==> config.mk <==
export PLATFORM = sky130hd
export DESIGN_NAME = arbitro_rr_4
export DESIGN_NICKNAME = d
export VERILOG_FILES = /design/src/rtl/arbitro_rr_4.sv
export SDC_FILE = /design/constraint.sdc
export NUM_CORES = 1
export LEC_CHECK = 0
export CAP_MARGIN = 5
export CORE_AREA = 2 2 39 41
export DETAILED_ROUTE_END_ITERATION = 7
export DIE_AREA = 0 0 41 43
export GPL_TIMING_DRIVEN = 0
export PLACE_DENSITY_LB_ADDON = 0.3
export SLEW_MARGIN = 25
export SYNTH_ARGS = -nofsm -noshare
export SYNTH_HDL_FRONTEND = slang
export SYNTH_SLANG_ARGS = --single-unit
==> constraint.sdc <==
create_clock -name clk -period 1.7 [get_ports clk]
set_input_delay 0.425 -clock clk [delete_from_list [all_inputs] [get_ports clk]]
set_output_delay 0.425 -clock clk [all_outputs]
set_load 0.01 [all_outputs]
==> src/rtl/arbitro_rr_4.sv <==
`default_nettype none
// ============================================================================
// Module   : arbitro_rr_4
// Brief    : Four-way round-robin arbiter. The winner is held as a 2-bit index
//            and decoded 2-to-4 into a one-hot grant. The owner keeps the
//            grant while its request stays high. Every output is registered.
// Option   : ARB_TIMEOUT_EN - when defined, a grant is revoked after MAX_HOLD
//            consecutive cycles, timeout pulses for one cycle, and the
//            offender is masked until it drops its request.
// Revision : 1.0 - initial release
// ============================================================================
module arbitro_rr_4 #(
    parameter int unsigned MAX_HOLD = 16,
    parameter int unsigned HOLD_W   = 5
) (
    input  logic       clk,
    input  logic       rst,
    input  logic [3:0] req,
    output logic [3:0] gnt,
    output logic [1:0] gnt_idx,
    output logic       gnt_vld,
    output logic       timeout
);

    // ------------------------------------------------------------------------
    // Constants
    // ------------------------------------------------------------------------
    localparam logic [0:0] c_ST_IDLE   = 1'b0;
    localparam logic [0:0] c_ST_GRANT  = 1'b1;
    // Pointer starts at the last slot so requester 0 is scanned first.
    localparam logic [1:0] c_PTR_RESET = 2'b11;

    // ------------------------------------------------------------------------
    // State and output registers
    // ------------------------------------------------------------------------
    logic [0:0] state_q,   state_d;
    logic [1:0] ptr_q,     ptr_d;
    logic [1:0] gnt_idx_q, gnt_idx_d;
    logic       gnt_vld_q, gnt_vld_d;
    logic [3:0] gnt_q,     gnt_d;
    logic       timeout_q, timeout_d;

    // ------------------------------------------------------------------------
    // Combinational helpers
    // ------------------------------------------------------------------------
    logic [3:0] w_eff;        // requests eligible to win this cycle
    logic       w_any;        // at least one eligible request
    logic [1:0] w_winner;     // first eligible index in round-robin order
    logic [1:0] w_cand;       // scan candidate
    logic       w_owner_req;  // current owner still requesting
    logic       w_release;    // owner dropped its request while granted
    logic       w_expire;     // owner hit its hold limit while still requesting
    logic [3:0] w_onehot;     // 2-to-4 decode of the next grant index

    assign w_owner_req = req[gnt_idx_q];
    assign w_release   = (state_q == c_ST_GRANT) && !w_owner_req;
    assign w_any       = |w_eff;

`ifdef ARB_TIMEOUT_EN
    // ------------------------------------------------------------------------
    // Hold counter and starvation mask
    // ------------------------------------------------------------------------
    localparam logic [HOLD_W-1:0] c_HOLD_LAST = HOLD_W'(MAX_HOLD - 1);

    logic [HOLD_W-1:0] hold_cnt_q, hold_cnt_d;
    logic [3:0]        mask_q,     mask_d;

    assign w_eff    = req & ~mask_q;
    // A release on the same edge wins over expiry: w_owner_req must be high.
    assign w_expire = (state_q == c_ST_GRANT) && w_owner_req &&
                      (hold_cnt_q == c_HOLD_LAST);

    // Count grant cycles of the current owner and maintain the mask; a masked
    // requester is freed at the first edge where its request is low.
    always_comb begin
        hold_cnt_d = hold_cnt_q;
        mask_d     = mask_q & req;
        if (state_q == c_ST_IDLE) begin
            hold_cnt_d = '0;
        end else if (w_expire) begin
            mask_d[gnt_idx_q] = 1'b1;
            hold_cnt_d        = '0;
        end else if (w_owner_req && (hold_cnt_q != c_HOLD_LAST)) begin
            hold_cnt_d = hold_cnt_q + 1'b1;
        end
    end

    // Register the hold counter and mask.
    always_ff @(posedge clk) begin
        if (rst) begin
            hold_cnt_q <= '0;
            mask_q     <= '0;
        end else begin
            hold_cnt_q <= hold_cnt_d;
            mask_q     <= mask_d;
        end
    end
`else
    // Without the timeout option every request is always eligible and a
    // grant never expires; the hold parameters only feed a legality flag.
    localparam logic c_PARAMS_LEGAL = (MAX_HOLD >= 2) && (MAX_HOLD <= (1 << HOLD_W));

    logic w_unused_params;

    assign w_eff           = req;
    assign w_expire        = 1'b0;
    assign w_unused_params = c_PARAMS_LEGAL;
`endif

    // Scan ptr+1, ptr+2, ptr+3, ptr; walking backwards lets the earliest
    // slot in scan order overwrite the later ones.
    always_comb begin
        w_winner = ptr_q;
        w_cand   = ptr_q;
        for (int k = 4; k >= 1; k--) begin
            w_cand = ptr_q + 2'(k);
            if (w_eff[w_cand]) begin
                w_winner = w_cand;
            end
        end
    end

    // ------------------------------------------------------------------------
    // 2-to-4 decoder for the registered one-hot grant
    // ------------------------------------------------------------------------
    for (genvar gi = 0; gi < 4; gi++) begin : g_decode
        assign w_onehot[gi] = (gnt_idx_d == 2'(gi));
    end

    assign gnt_d = w_onehot & {4{gnt_vld_d}};

    // ------------------------------------------------------------------------
    // FSM
    // ------------------------------------------------------------------------

    // State register plus registered outputs and round-robin pointer.
    always_ff @(posedge clk) begin
        if (rst) begin
            state_q   <= c_ST_IDLE;
            ptr_q     <= c_PTR_RESET;
            gnt_idx_q <= 2'b00;
            gnt_vld_q <= 1'b0;
            gnt_q     <= 4'b0000;
            timeout_q <= 1'b0;
        end else begin
            state_q   <= state_d;
            ptr_q     <= ptr_d;
            gnt_idx_q <= gnt_idx_d;
            gnt_vld_q <= gnt_vld_d;
            gnt_q     <= gnt_d;
            timeout_q <= timeout_d;
        end
    end

    // Next state: grant from IDLE when anyone is eligible; every exit from
    // GRANT passes through IDLE so owners are separated by an empty cycle.
    always_comb begin
        state_d = state_q;
        case (state_q)
            c_ST_IDLE: begin
                if (w_any) begin
                    state_d = c_ST_GRANT;
                end
            end
            c_ST_GRANT: begin
                if (w_release || w_expire) begin
                    state_d = c_ST_IDLE;
                end
            end
        endcase
    end

    // Next output values; the index holds its last value when idle, and the
    // winner becomes the pointer so it drops to lowest priority next time.
    always_comb begin
        gnt_idx_d = gnt_idx_q;
        gnt_vld_d = 1'b0;
        timeout_d = 1'b0;
        ptr_d     = ptr_q;
        case (state_q)
            c_ST_IDLE: begin
                if (w_any) begin
                    gnt_idx_d = w_winner;
                    gnt_vld_d = 1'b1;
                    ptr_d     = w_winner;
                end
            end
            c_ST_GRANT: begin
                if (w_release) begin
                    gnt_vld_d = 1'b0;
                end else if (w_expire) begin
                    timeout_d = 1'b1;
                end else begin
                    gnt_vld_d = 1'b1;
                end
            end
        endcase
    end

    // ------------------------------------------------------------------------
    // Outputs
    // ------------------------------------------------------------------------
    assign gnt     = gnt_q;
    assign gnt_idx = gnt_idx_q;
    assign gnt_vld = gnt_vld_q;
    assign timeout = timeout_q;

endmodule
`default_nettype wire

==> flow_metrics.tcl, run 1 <==
set metrics [dict create \
    status "complete, no violations" \
    powerDensity_mw_per_mm2 926 \
    ys_ff_latch 9 \
    hp-class "reg2reg" \
    post-route-min-period_ns 1.63 \
    fmax_mhz 615 \
    setup_tns_ns 0 \
    cts.path.max_buffers 2 \
    start_util 0.359 \
    p_leak_nw 0.264 \
    fill_cells 141 \
    tritoncts "yes" \
    rsz0062_at_grt "no" \
    antenna_found_initial 0 \
    pwr-share-seq 0.420 \
    synthDistinctLibCells 30 \
    r2r-start "gnt_idx[0]" \
    rr_worst_depth 4 \
    cts_made_buffers 3 \
    cts_resized 5 \
    r2r-end "gnt[2]" \
    reg2reg_slack_ns 0.24 \
    skew_ns 0.00690 \
    synth_nets 65 \
    critPathKind "reg2out" \
    synth_area_leaders "dfxtp_1 36%, a21oi_1 5.0%, mux4_2 4.5%, nor3_1 4.0%, nand2_1 3.8%" \
    whs_ns 0.513 \
    path_buf_inv 1 \
    drive_above_1_share 0.200 \
    syn_avg_cell_area_sq_um 8.42 \
    final_core_util 0.478 \
    path_delay_family "buffers and inverters" \
    total_power_uw 613 \
    coreArea_sq_mm 0.00138 \
    gr-usage-all-layers 0.137 \
    gp_congestion 0.859 \
    fp.dieArea_sq_mm 0.00176 \
    insertion_delay_ns 0.26 \
    yosysTopAreaCell "dfxtp_1" \
    drt-initial-drc-count 8 \
    yosys_warnings 0 \
    power.switching_uw 189 \
    num_vias 469 \
    min_to "gnt_idx[1]" \
    worstPathArrival_ns 1.20 \
    holdBufCountCts 0 \
    peakVddDrop_mv 0.362 \
    sw_frac_of_total 0.308 \
    synth_top_area_share 0.363 \
    combPwrFrac 0.312 \
    synthArstFlopShare 0 \
    internal_power_uw 424 \
    root_buffer "clkbuf_4" \
    ys_seq_area_frac 0.363 \
    wl_per_cell_um 11.2 \
    finalNonFillerCells 91 \
    hp-start "gnt_idx[1]" \
    worstPathMaxFanout 5 \
    clock-sinks 9 \
    dr.pass1.iters 4 \
    nets 82 \
    viasPerCell 5.15 \
    synth_edf_count 0 \
    cts_htree_levels 1 \
    row_count 14 \
    fin_crit_sh 0.957 \
    area_delta_synth_final_pct 33.2 \
    clock_power_share 0.268 \
    path_cells "clkdlybuf4s50_1" \
    cap_violations 0 \
    route.detailed.drc 0 \
    post_cts_buffers 0 \
    pin_count 14 \
    overflow 0 \
    drt-total-wl_um 1020 \
    final_hold_viol_count 0 \
    grt_start_max_net_pins 9 \
    antenna_cells 0 \
    synth_cells 59 \
    drtAntennaViolNets 0 \
    dieHeight_um 43 \
    final_max_slew_viol_count 0 \
    numPlacedInstances 87 \
    grt_pass1_vias 393 \
    cpMaxStageDelayCell "clkdlybuf4s50_1" \
    io_buffer_count 12 \
    start_kind "flop" \
    cp.required_ns 1.27 \
    clk_pin_slew_ns 0.06 \
    die_width_um 41 \
    end_kind "primary output" \
    syn_area_sq_um 497 \
    slowest_delay_ns 0.56 \
    synth_ff_type "dfxtp_1" \
    finalSetupViolations 0 \
    grt_pass1_wl_um 1660 \
    min_delay_path_depth 2 \
]
## stage by stage
stage	cell area, sq um	setup WS (ns)
2_1_floorplan	497	0.225
3_3_place_gp	637	-0.353
3_5_place_dp	637	-0.366
4_1_cts	661	0.0104
5_1_grt	662	0.0172
6_report	662	0.0738
## power groups by stage
stage	registers (mW)	clock network [mW]	logic (mW)
floorplan	0.267	0	0.112
global route	0.262	0.184	0.209
global placement	0.260	0	0.194
finish	0.257	0.164	0.191
detailed placement	0.261	0	0.195
CTS	0.257	0.170	0.192
## metal layers
metal	part of all wire	routed length [um]	vias up	track usage
li1	-	-	247	-
met1	0.46	471	209	0.195
met2	0.47	480	13	0.191
met3	0.065	66	0	0.0471
met4	0	0	0	0.0400
met5	0	0	-	0
## registers in the layout, indices dropped and copies added, names as in the netlist
register,flops
gnt,4
gnt_idx,2
gnt_vld,1
ptr_q,2
## how the worst max path moves through the flow
stage                    start    endpoint  slack (ns)  cells after the start
floorplan           gnt_idx[0]      gnt[2]        0.23                      4
global placement        req[3]      gnt[2]       -0.35                      5
detailed placement      req[3]      gnt[2]       -0.37                      5
CTS                 gnt_idx[0]  gnt_idx[0]        0.01                      1
global route        gnt_idx[1]  gnt_idx[1]        0.02                      1
finish              gnt_idx[1]  gnt_idx[1]        0.07                      1
## synth_stat cells, drive strengths merged (2+ instances only)
| library cell | instances |
|---|---|
| inv | 3 |
| a211oi | 3 |
| a21oi | 5 |
| nand3 | 2 |
| nand2 | 5 |
| nor3 | 4 |
| nor4 | 2 |
| dfxtp | 9 |
| nor2 | 4 |
| or2 | 2 |
| and3 | 2 |
| nand2b | 3 |
## cells by family after synthesis
logic type	count (synthesis)	synth area share
muxes	1	0.0453
buffers and inverters	5	0.0479
and+or+nand+nor	26	0.277
AOI/OAI and AO/OA	17	0.259
DFF	9	0.363
other	1	0.00755
## cell usage in the layout, fill, tap and decap left out, types with 2 or more instances in the layout
cell type | netlist | layout
dlygate4sd2_1 | 0 | 4
dfxtp_1 | 9 | 7
nand3_1 | 2 | 2
clkbuf_4 | 0 | 3
nor2_1 | 4 | 4
clkdlybuf4s50_1 | 0 | 8
nand2_1 | 5 | 5
nor4_1 | 2 | 2
a211oi_1 | 2 | 2
inv_1 | 3 | 3
dfxtp_2 | 0 | 2
nand2b_1 | 3 | 3
a21oi_1 | 5 | 5
nor3_1 | 4 | 4
## area by class of cell
class	instances	area [sq um]	share of cell area
multi-input cells	45	293	0.442
flip-flops and latches	9	183	0.276
repair buffers	12	115	0.174
clock buffers	3	22.5	0.0340
well taps	16	20.0	0.0302
plain buffers	2	12.5	0.0189
inverters	3	11.3	0.0170
clock inverters	1	5.00	0.00756
No activity file was read; power rests on OpenSTA's default activity.
==> run 2, diff against run 1 <==
--- a/config.mk
+++ b/config.mk
@@ -5,8 +5,10 @@
 export SDC_FILE = /design/constraint.sdc
 export NUM_CORES = 1
 export LEC_CHECK = 0
+export ABC_AREA = 1
 export CAP_MARGIN = 5
 export CORE_AREA = 2 2 39 41
+export CTS_BUF_LIST = sky130_fd_sc_hd__clkbuf_8 sky130_fd_sc_hd__clkbuf_16
 export DETAILED_ROUTE_END_ITERATION = 7
 export DIE_AREA = 0 0 41 43
 export GPL_TIMING_DRIVEN = 0
==> constraint.sdc (replaced) <==
create_clock -name clk -period 1.6 [get_ports clk]
set_input_delay 0.4 -clock clk [delete_from_list [all_inputs] [get_ports clk]]
set_output_delay 0.4 -clock clk [all_outputs]
set_load 0.01 [all_outputs]
==> flow_metrics.tcl, run 2 <==
set metrics [dict create \
    ys_seq_area_frac 0.314 \
    hp-class "reg2reg" \
    final_cell_mix "22 x nand2_1, 13 x nor2_1, 8 x nand2_2" \
    antenna_cells 0 \
    dieHeight_um 43 \
    yosysTopAreaCell "dfxtp_1" \
    cpMaxStageDelayCell "clkdlybuf4s50_1" \
    finalSetupViolations 0 \
    synth_ff_type "dfxtp_1" \
    finalNonFillerCells 117 \
    yosysMostFrequentCell "nand2_1" \
    synthArstFlopShare 0 \
    rsz0062_at_grt "no" \
    rr_worst_depth 9 \
    cap_violations 0 \
    min_delay_path_depth 2 \
    drtAntennaViolNets 0 \
    grt_pass1_wl_um 2210 \
    end_kind "primary output" \
    use_met2 0.291 \
    cts_made_buffers 3 \
    path_delay_family "buffers and inverters" \
    synth_top_area_share 0.314 \
    finalInstanceArea_sq_um 801 \
    final_max_slew_viol_count 0 \
    row_count 14 \
    die_width_um 41 \
    cts.path.max_buffers 2 \
    wl_per_cell_um 10.2 \
    syn_area_sq_um 574 \
    cp_num_cells 1 \
    synthDistinctLibCells 21 \
    synth_nets 90 \
    p_leak_nw 0.425 \
    pre_cts_slack_ns -0.255 \
    status "complete, no violations" \
    grt_pass1_vias 529 \
    worstPathMaxFanout 5 \
    holdBufCountCts 0 \
    worstPathArrival_ns 1.15 \
    synth_cells 84 \
    insertion_delay_ns 0.23 \
    root_buffer "clkbuf_8" \
    dpl.hpwl_um 876 \
    dr.pass1.iters 4 \
    largest_reg_flops 4 \
    synth_edf_count 0 \
    gp_congestion 0.762 \
    final_common_cell "nand2_1" \
    whs_ns 0.555 \
    ys_ff_latch 9 \
    synth_commonest_cells "23 x nand2_1, 13 x nor2_1, 9 x dfxtp_1, 7 x nand2_2, 5 x nand3_1" \
    final_hold_viol_count 0 \
    area_delta_synth_final_pct 39.4 \
    drt-total-wl_um 1190 \
    peakVddDrop_mv 0.782 \
    path_buf_inv 1 \
    path_cells "clkdlybuf4s50_1" \
    min_to "gnt_idx[0]" \
    viasPerCell 4.79 \
    reg2reg_slack_ns 0.20 \
    hp-start "gnt_idx[0]" \
    place_area_sq_um 714 \
    clock-sinks 9 \
    numPlacedInstances 112 \
    clk_pin_slew_ns 0.05 \
    gr-usage-all-layers 0.184 \
    yosys_warnings 0 \
    tritoncts "yes" \
    setup_ws_ns 0.0547 \
    cp.required_ns 1.20 \
    fmax_mhz 647 \
    antenna_found_initial 0 \
    critPathKind "reg2out" \
    post-route-min-period_ns 1.55 \
    io_buffer_count 12 \
    start_util 0.415 \
    syn_avg_cell_area_sq_um 6.84 \
    use_met3 0.0314 \
    r2r-end "gnt[2]" \
    grt_start_max_net_pins 10 \
    fin_crit_sh 0.966 \
    route.detailed.drc 0 \
    num_vias 561 \
    start_kind "flop" \
    nets 108 \
    synth_area_leaders "dfxtp_1 31%, nand2_1 15%, nor2_1 8.5%, nand2_2 7.6%, a21oi_2 4.6%" \
    overflow 0 \
    setup_tns_ns 0 \
    skew_ns 0.00660 \
    grt-busiest-layer "met2" \
    met1_usage 0.233 \
    drive_above_1_share 0.307 \
    drt-initial-drc-count 6 \
    pin_count 14 \
    slowest_delay_ns 0.55 \
    r2r-start "ptr_q[0]" \
    cts_htree_levels 1 \
    fp.dieArea_sq_mm 0.00176 \
    coreArea_sq_mm 0.00138 \
    powerDensity_mw_per_mm2 1590 \
]
[run 2: area by class of cell]
| type | instances | area, sq um |
|---|---|---|
| Sequential cell | 9 | 184 |
| Fill cell | 136 | 583 |
| Clock inverter | 1 | 3.75 |
| Buffer | 2 | 18.8 |
| Clock buffer | 3 | 41.3 |
| Timing Repair Buffer | 13 | 140 |
| Inverter | 8 | 32.5 |
| Tap cell | 16 | 20.0 |
| Multi-Input combinational cell | 65 | 360 |
[run 2: cell families after synthesis]
| family | synth area share |
|---|---|
| other | 0.00653 |
| AO/OA/AOI/OAI | 0.131 |
| flip-flops | 0.314 |
| AND/OR/NAND/NOR | 0.460 |
| buffers and inverters | 0.0893 |
[run 2: repair_timing]
item / CTS / global route
resized for setup: 4 / 7
pin swaps: 0 / 1
buffers inserted: 0 / 1
endpoints found under the setup margin: 6 / 10
[run 2: worst max-delay path by stage]
| stage | start | end | slack (ns) |
|---|---|---|---|
| after detailed placement | req[2] | gnt[3] | -0.25 |
| after floorplan | ptr_q[0] | gnt[2] | 0.31 |
| final | gnt_idx[0] | gnt_idx[0] | 0.05 |
| after global routing | gnt_idx[0] | gnt_idx[0] | 0.04 |
| after CTS | gnt_idx[0] | gnt_idx[0] | 0.0004 |
| after global placement | req[2] | gnt[3] | -0.22 |
[run 2: power by group]
group          internal, mW  switching, mW
clock                 0.167         0.0900
sequential            0.290         0.0452
combinational         0.298          0.382
[run 2: stage by stage]
step	util	power (mW)
6_report	0.579	1.27
5_1_grt	0.579	1.38
4_1_cts	0.562	1.27
3_5_place_dp	0.516	0.978
3_3_place_gp	0.516	0.969
2_1_floorplan	-	0.798
[run 2: routing by layer]
metal	part of all wire	up-vias
met2	0.51	20
met3	0.045	2
met4	0.010	0
met1	0.44	242
met5	0	-
li1	-	297
